File: config.mk
export PLATFORM = sky130hd
export DESIGN_NAME = cache_requester
export DESIGN_NICKNAME = d
export VERILOG_FILES = /design/src/rtl/cache_requester.sv
export SDC_FILE = /design/constraint.sdc
export NUM_CORES = 1
export LEC_CHECK = 0
export CAP_MARGIN = 20
export CORE_ASPECT_RATIO = 0.5
export CORE_MARGIN = 5
export CORE_UTILIZATION = 42
export CTS_CLUSTER_DIAMETER = 50
export DETAILED_ROUTE_END_ITERATION = 10
export GPL_TIMING_DRIVEN = 0
export PLACE_DENSITY = 0.79
export SYNTH_ARGS = -nofsm -noshare
export SYNTH_HDL_FRONTEND = slang
export SYNTH_SLANG_ARGS = --single-unit
File: constraint.sdc
create_clock -name clock -period 3.6 [get_ports clock]
set_input_delay 0.9 -clock clock [delete_from_list [all_inputs] [get_ports clock]]
set_output_delay 0.9 -clock clock [all_outputs]
set_load 0.03 [all_outputs]
File: src/rtl/cache_requester.sv
// CPU-side initiator for the 2-entry CLOCK cache.
// One load/store at a time; read misses fill from memory, stores write through.
module cache_requester #(
    parameter int ADDR_WIDTH    = 8,
    parameter int LINE_WIDTH    = 32,
    parameter int WRITE_TIMEOUT = 8
) (
    input  logic                  clock,
    input  logic                  reset,
    input  logic                  req_valid,
    output logic                  req_ready,
    input  logic                  req_write,
    input  logic [ADDR_WIDTH-1:0] req_addr,
    input  logic [LINE_WIDTH-1:0] req_wdata,
    output logic                  rsp_valid,
    output logic [LINE_WIDTH-1:0] rsp_data,
    output logic                  rsp_err,
    output logic [ADDR_WIDTH-1:0] c_addr,
    output logic [LINE_WIDTH-1:0] c_val,
    output logic                  c_read,
    output logic                  c_write,
    input  logic                  c_hit,
    input  logic [LINE_WIDTH-1:0] c_out_val,
    output logic                  mem_req,
    output logic                  mem_we,
    output logic [ADDR_WIDTH-1:0] mem_addr,
    output logic [LINE_WIDTH-1:0] mem_wdata,
    input  logic                  mem_ack,
    input  logic [LINE_WIDTH-1:0] mem_rdata
);

    localparam logic [2:0] IDLE    = 3'd0;
    localparam logic [2:0] R_ISSUE = 3'd1;
    localparam logic [2:0] R_CHECK = 3'd2;
    localparam logic [2:0] M_REQ   = 3'd3;
    localparam logic [2:0] W_ISSUE = 3'd4;
    localparam logic [2:0] W_HOLD  = 3'd5;
    localparam logic [2:0] RESP    = 3'd6;

    localparam int TW = $clog2(WRITE_TIMEOUT + 1);
    localparam logic [TW-1:0] T_LAST = TW'(WRITE_TIMEOUT - 1);

    logic [2:0]            state;
    logic [ADDR_WIDTH-1:0] addr_q;
    logic [LINE_WIDTH-1:0] val_q;
    logic [LINE_WIDTH-1:0] data_q;
    logic                  fill_q;
    logic                  we_q;
    logic                  err_q;
    logic [TW-1:0]         timer;

    always_ff @(posedge clock or posedge reset) begin
        if (reset) begin
            state  <= IDLE;
            addr_q <= '0;
            val_q  <= '0;
            data_q <= '0;
            fill_q <= 1'b0;
            we_q   <= 1'b0;
            err_q  <= 1'b0;
            timer  <= '0;
        end else begin
            unique case (state)
                IDLE: begin
                    if (req_valid) begin
                        addr_q <= req_addr;
                        val_q  <= req_wdata;
                        data_q <= '0;
                        fill_q <= 1'b0;
                        we_q   <= 1'b0;
                        err_q  <= 1'b0;
                        state  <= req_write ? W_ISSUE : R_ISSUE;
                    end
                end
                R_ISSUE: state <= R_CHECK;
                R_CHECK: begin
                    if (c_hit) begin
                        data_q <= c_out_val;
                        state  <= RESP;
                    end else begin
                        we_q  <= 1'b0;
                        state <= M_REQ;
                    end
                end
                M_REQ: begin
                    if (mem_ack) begin
                        if (we_q) begin
                            state <= RESP;
                        end else begin
                            // fetched line becomes both the fill value and the reply
                            val_q  <= mem_rdata;
                            data_q <= mem_rdata;
                            fill_q <= 1'b1;
                            state  <= W_ISSUE;
                        end
                    end
                end
                W_ISSUE: begin
                    timer <= '0;
                    state <= W_HOLD;
                end
                W_HOLD: begin
                    if (c_hit) begin
                        if (fill_q) begin
                            state <= RESP;
                        end else begin
                            we_q  <= 1'b1;
                            state <= M_REQ;
                        end
                    end else if (timer == T_LAST) begin
                        err_q  <= 1'b1;
                        data_q <= '0;
                        state  <= RESP;
                    end else begin
                        timer <= timer + 1'b1;
                    end
                end
                RESP: state <= IDLE;
                default: state <= IDLE;
            endcase
        end
    end

    assign req_ready = (state == IDLE);
    assign rsp_valid = (state == RESP);
    assign rsp_data  = rsp_valid ? data_q : '0;
    assign rsp_err   = rsp_valid & err_q;

    assign c_addr  = addr_q;
    assign c_val   = val_q;
    assign c_read  = (state == R_ISSUE);
    // keep the write strobe up while the cache evicts, drop it on hit
    assign c_write = (state == W_ISSUE) | ((state == W_HOLD) & ~c_hit);

    assign mem_req   = (state == M_REQ);
    assign mem_we    = mem_req & we_q;
    assign mem_addr  = addr_q;
    assign mem_wdata = val_q;

endmodule
; ---- Word level (Yosys, flattened, before mapping)
; Cells that the tools add are included.
[classes]
n_reduce_logical = 13
bitwise = 5
addsub = 1
mux = 33
eq_ne = 18
[ops]
columns = operator, count
row1 = $mux 32, 8
row2 = $pmux 32 s4, 1
row3 = $pmux 32 s2, 1
row4 = $mux 3, 7
row5 = $ne 2x2->1 const B, 9
row6 = $pmux 3 s6, 1
row7 = $eq 3x3->1 const B, 3
row8 = $mux 1, 8
row9 = $mux 4, 2
row10 = $pmux 4 s2, 1
row11 = $reduce_and 4->1, 2
row12 = $reduce_and 7->1, 1
row13 = $eq 3x2->1 const B, 2
row14 = $reduce_and 3->1, 2
row15 = $reduce_bool 2->1, 3
row16 = $reduce_and 5->1, 1
row17 = $add 4x1->4 const B, 1
row18 = $eq 4x3->1 const B, 1
row19 = $pmux 1 s2, 2
row20 = $reduce_bool 4->1, 1
row21 = $and 1x1->1, 3
row22 = $eq 3x1->1 const B, 1
row23 = $logic_not 3->1, 1
row24 = $ne 3x3->1 const B, 1
row25 = other kinds (7), 7
[word_totals]
in_bits = 110
output_inout_bits = 119
regBits = 82
elab_cells = 78

; ---- Depth between registers and ports, before layout
[logic_depth]
ltp_word = 4
mapped_depth = 7
ltp_nobuf = 5

; ---- Least setup slack after synthesis
; OpenSTA, ideal clock, no wires.
[synth_timing]
path_kind = flip-flop to output port
start = register state[0]
end = output port rsp_err
t_arrival_ns = 1.817
path_stages_with_launch = 5
n_path_buf = 3
setup_slack_ns = 0.883
cell_sequence = dfrtp_1 > buf_4 > buf_2 > buf_2 > nor4_1
[synth_via]
elab_chain_len = 2
[synth_rtl]
columns = element, line_no
row1 = from (decl), 43  ; logic [2:0] state;
row2 = from (signal assigned), 72  ; state <= req_write ? W_ISSUE : R_ISSUE;
row3 = $eq 3x3->1, 125  ; assign rsp_valid = (state == RESP);
row4 = $and 1x1->1, 127  ; assign rsp_err = rsp_valid & err_q;
row5 = to (decl), 17  ; output logic rsp_err,
; Every way passes these cells.

; ---- Final worst setup path
[layout_timing]
start = register state[2]
end = output port mem_req
[layout_via]
elab_chain_len = 1
[layout_rtl]
columns = element, line_no
row1 = $eq 3x2->1, 135  ; assign mem_req = (state == M_REQ);
row2 = to (decl), 24  ; output logic mem_req,
; Every way passes these cells.

==> run summary <==
Critical Path Most Common Cell -> buf_2
Critical path class -> register to output pin
Simple-Gate Fraction of Synth Area -> 14.0%
Synthesized net count -> 565
Ys async rst share -> 100%
Total Power -> 7.15 mW
Leakage -> 3.51 nW
Cts repair resizes -> 2
DRC Markers -> 0
Grt total ovfl -> 0
Worst Hold End -> data_q[0]$_DFFE_PP0P_
Synth Area in XOR/XNOR -> 0.178%
Cell taking the most area after synthesis -> dfrtp_1
Via count -> 4157
Max clock buf depth -> 2
Compound-Gate Fraction of Synth Area -> 8.64%
CP bufs+invs -> 4
EDFF count, synth -> 0
CTS Buf Count -> 9
Setup violations, final -> 0
Clock Skew -> 0.00749 ns
Status -> finished, final reports clean
Cts-stage hold buffer count -> 0
Placed insts -> 842
Post-Syn Area -> 4910 µm²
Row Count -> 27
#FFs+latches synth -> 82
Area grow syn2layout -> 57.3%
Crit-path max FO -> 10
1st-iter DRT viols -> 231
Critical Path AT -> 2.51 ns
Die X -> 163 µm
Ports -> 229
Fin. max-slew vios -> 0
CP peak stage delay -> 0.68 ns
Seq/Total Area, Yosys -> 41.8%
Post-DR wirelength/cell -> 17.6 µm
Final Non-Filler Cells -> 858
Setup bufs post-CTS -> 0
Starting density of the core -> 43.8%
TritonRoute pass-1 iters -> 4
Top-area cell type share of the netlist area -> 41.8%
CP top delay family -> buffers and inverters
Hold depth -> 1
Cell Pwr Density -> 926 nW/µm²
Largest net degree at the start of global routing -> 53
# diodes -> 0
Worst path cell trace -> buf_2 > nor2b_1 > nand2_2 > buf_2 > inv_1 > clkdlybuf4s50_1
Clock insertion delay at the later pin of the skew report -> 0.34 ns
Largest family of logic cells by synthesized area -> multiplexers
Worst reg2reg path depth -> 6
R2r startpoint -> state[2]$_DFFE_PP0P_
Min Tclk post-route -> 3.41 ns
Crit share post-route -> 94.7%
Maxcap violations -> 0
Fraction of the mapped netlist area in adder cells -> 0.255%
Worst-margin pin slew -> 0.496 ns
Clk sinks -> 82
FMAX -> 293 MHz
Post-synthesis mux area share -> 24.5%
Rel. slew slack -> 67.0%
Post-synth top cells -> 82 x dfrtp_1, 71 x nor2_1, 64 x mux2i_1, 41 x buf_4, 32 x and2_1
Startpoint Class -> register
Cell variety after synth -> 43
Worst setup EP type -> output pin
Avg Cell Area, Syn -> 10.8 µm²
Synthesis Warnings -> 0
RePlAce Congestion -> 0.862
Peak supply drop -> 0.436 mV
Post-Route WL -> 15100 µm
Unrepaired setup endpoints after global routing -> false
Top post-synthesis cells by area -> dfrtp_1 42%, mux2i_1 13%, mux2_4 9.2%, buf_4 6.3%, nor2_1 5.4%
HP Start -> data_q[0]$_DFFE_PP0P_
Detailed Place HPWL -> 11800 µm
Die Y-Extent -> 86.5 µm
Nets -> 805
ANT nets after route -> 0
Critical Path RT -> 2.70 ns
Port-buffer cells -> 228
Reg clk slew, reported paths -> 0.06 ns
R2R Path End -> c_val[14]$_DFFE_PP0P_
Vias per cell -> 4.84
Layout cells sized above 1 -> 22.6%
First-pass GRT wire length -> 23700 µm
Most used DFF post-synth -> dfrtp_1
Synth Instances -> 454
CTS root buffer -> clkbuf_16
Die area -> 14100 µm²
Initial antenna violation count -> 0
Hold Fails Final Rpt -> 0
GRT Total Usage -> 21.1%
Slowest CP cell -> clkdlybuf4s50_1
Core region area -> 11200 µm²
Vias in the first global route -> 4459
CTS tree -> built
Reg2reg setup slack -> 1.72 ns
Top-count cell post-synth -> dfrtp_1
Worst Hold Class -> register to register
CTS H-Tree Depth -> 3
[state kept, by name, indices dropped and copies added (netlist names)]
| register | cells |
|---|---|
| c_val | 32 |
| data_q | 32 |
| c_addr | 8 |
| timer | 4 |
| state | 3 |
| err_q | 1 |
| fill_q | 1 |
| we_q | 1 |
[placed cells by master, fill, tap and decap left out, types with 2 or more instances in the layout]
cell type / netlist / final
a21oi_1: 7 / 7
a21oi_2: 28 / 28
a22oi_1: 2 / 2
a31oi_1: 2 / 2
and2_1: 32 / 32
and3_1: 3 / 3
buf_2: 11 / 11
buf_4: 41 / 41
buf_6: 10 / 10
clkbuf_1: 6 / 4
clkbuf_16: 0 / 9
clkbuf_2: 0 / 3
clkdlybuf4s50_1: 0 / 228
clkinv_2: 0 / 4
dfrtp_1: 82 / 82
inv_1: 6 / 5
mux2_2: 10 / 10
mux2_4: 30 / 30
mux2i_1: 64 / 64
nand2_1: 7 / 7
nand2b_1: 2 / 2
nand3_1: 4 / 4
nand3b_1: 2 / 2
nor2_1: 71 / 71
nor2b_1: 4 / 4
nor3_1: 4 / 3
o21ai_0: 5 / 5
o22ai_1: 2 / 2
[per-layer routing]
metal	vias to the layer above	GRT usage (%)	part of all wire, %
met5	-	0	0
met4	0	5.71	1.5
met3	16	4.56	5.4
met2	125	38.8	52
met1	2027	25.3	41
li1	1989	-	-
[power by group]
group | leakage, nW | switching, mW | internal, mW
clock | 0.142 | 0.367 | 0.532
combinational | 2.37 | 2.47 | 2.21
sequential | 1.00 | 0.260 | 1.31
[stage by stage]
stage	utilization [%]	setup slack [ns]	cell area, µm²	hold slack, ns	TNS, ns
after detailed placement	66.2	0.126	7420	0.485	0
after global routing	68.9	0.0876	7720	0.513	0
after floorplan	-	0.592	4910	0.472	0
after CTS	68.8	0.0232	7710	0.501	0
after global placement	65.9	-0.844	7390	0.481	-69.04
final	68.9	0.190	7720	0.499	0
[cell type report]
| class | count | area [µm²] |
|---|---|---|
| buffer | 68 | 502 |
| clock buffer | 10 | 229 |
| clock inverter | 6 | 57.6 |
| fill | 901 | 3490 |
| inverter | 6 | 25.0 |
| multi-input combinational | 298 | 2350 |
| sequential | 82 | 2050 |
| tap | 159 | 199 |
| timing repair buffer | 229 | 2310 |
[cells by family (layout without fill, tap and decap cells)]
logic type	Yosys count	in the layout
AO/OA/AOI/OAI	54	54
AND/OR/NAND/NOR	138	138
flip-flops	82	82
adder cells (fa/ha/maj)	1	1
buffers and inverters	74	319
XOR/XNOR	1	1
multiplexers	104	104
[how the worst max path moves through the flow]
stage / start / to / slack [ns] / depth (start not counted)
after floorplan: reset / c_addr[0]$_DFFE_PP0P_ / 0.59 / 1
after global placement: reset / c_val[10]$_DFFE_PP0P_ / -0.84 / 2
after detailed placement: state[0]$_DFFE_PP0P_ / rsp_data[15] / 0.13 / 6
after CTS: state[0]$_DFFE_PP0P_ / rsp_data[3] / 0.02 / 6
after global routing: state[0]$_DFFE_PP0P_ / rsp_data[12] / 0.09 / 6
final: state[2]$_DFFE_PP0P_ / mem_req / 0.19 / 6
[worst register-to-register path, stage by stage (launching register included)]
cell	delay, ns
dfrtp_1	0.35
buf_2	0.18
nor2b_1	0.31
nand2_2	0.26
buf_2	0.31
mux2i_1	0.26
a21oi_2	0.08
No activity file was read; power rests on OpenSTA's default activity.
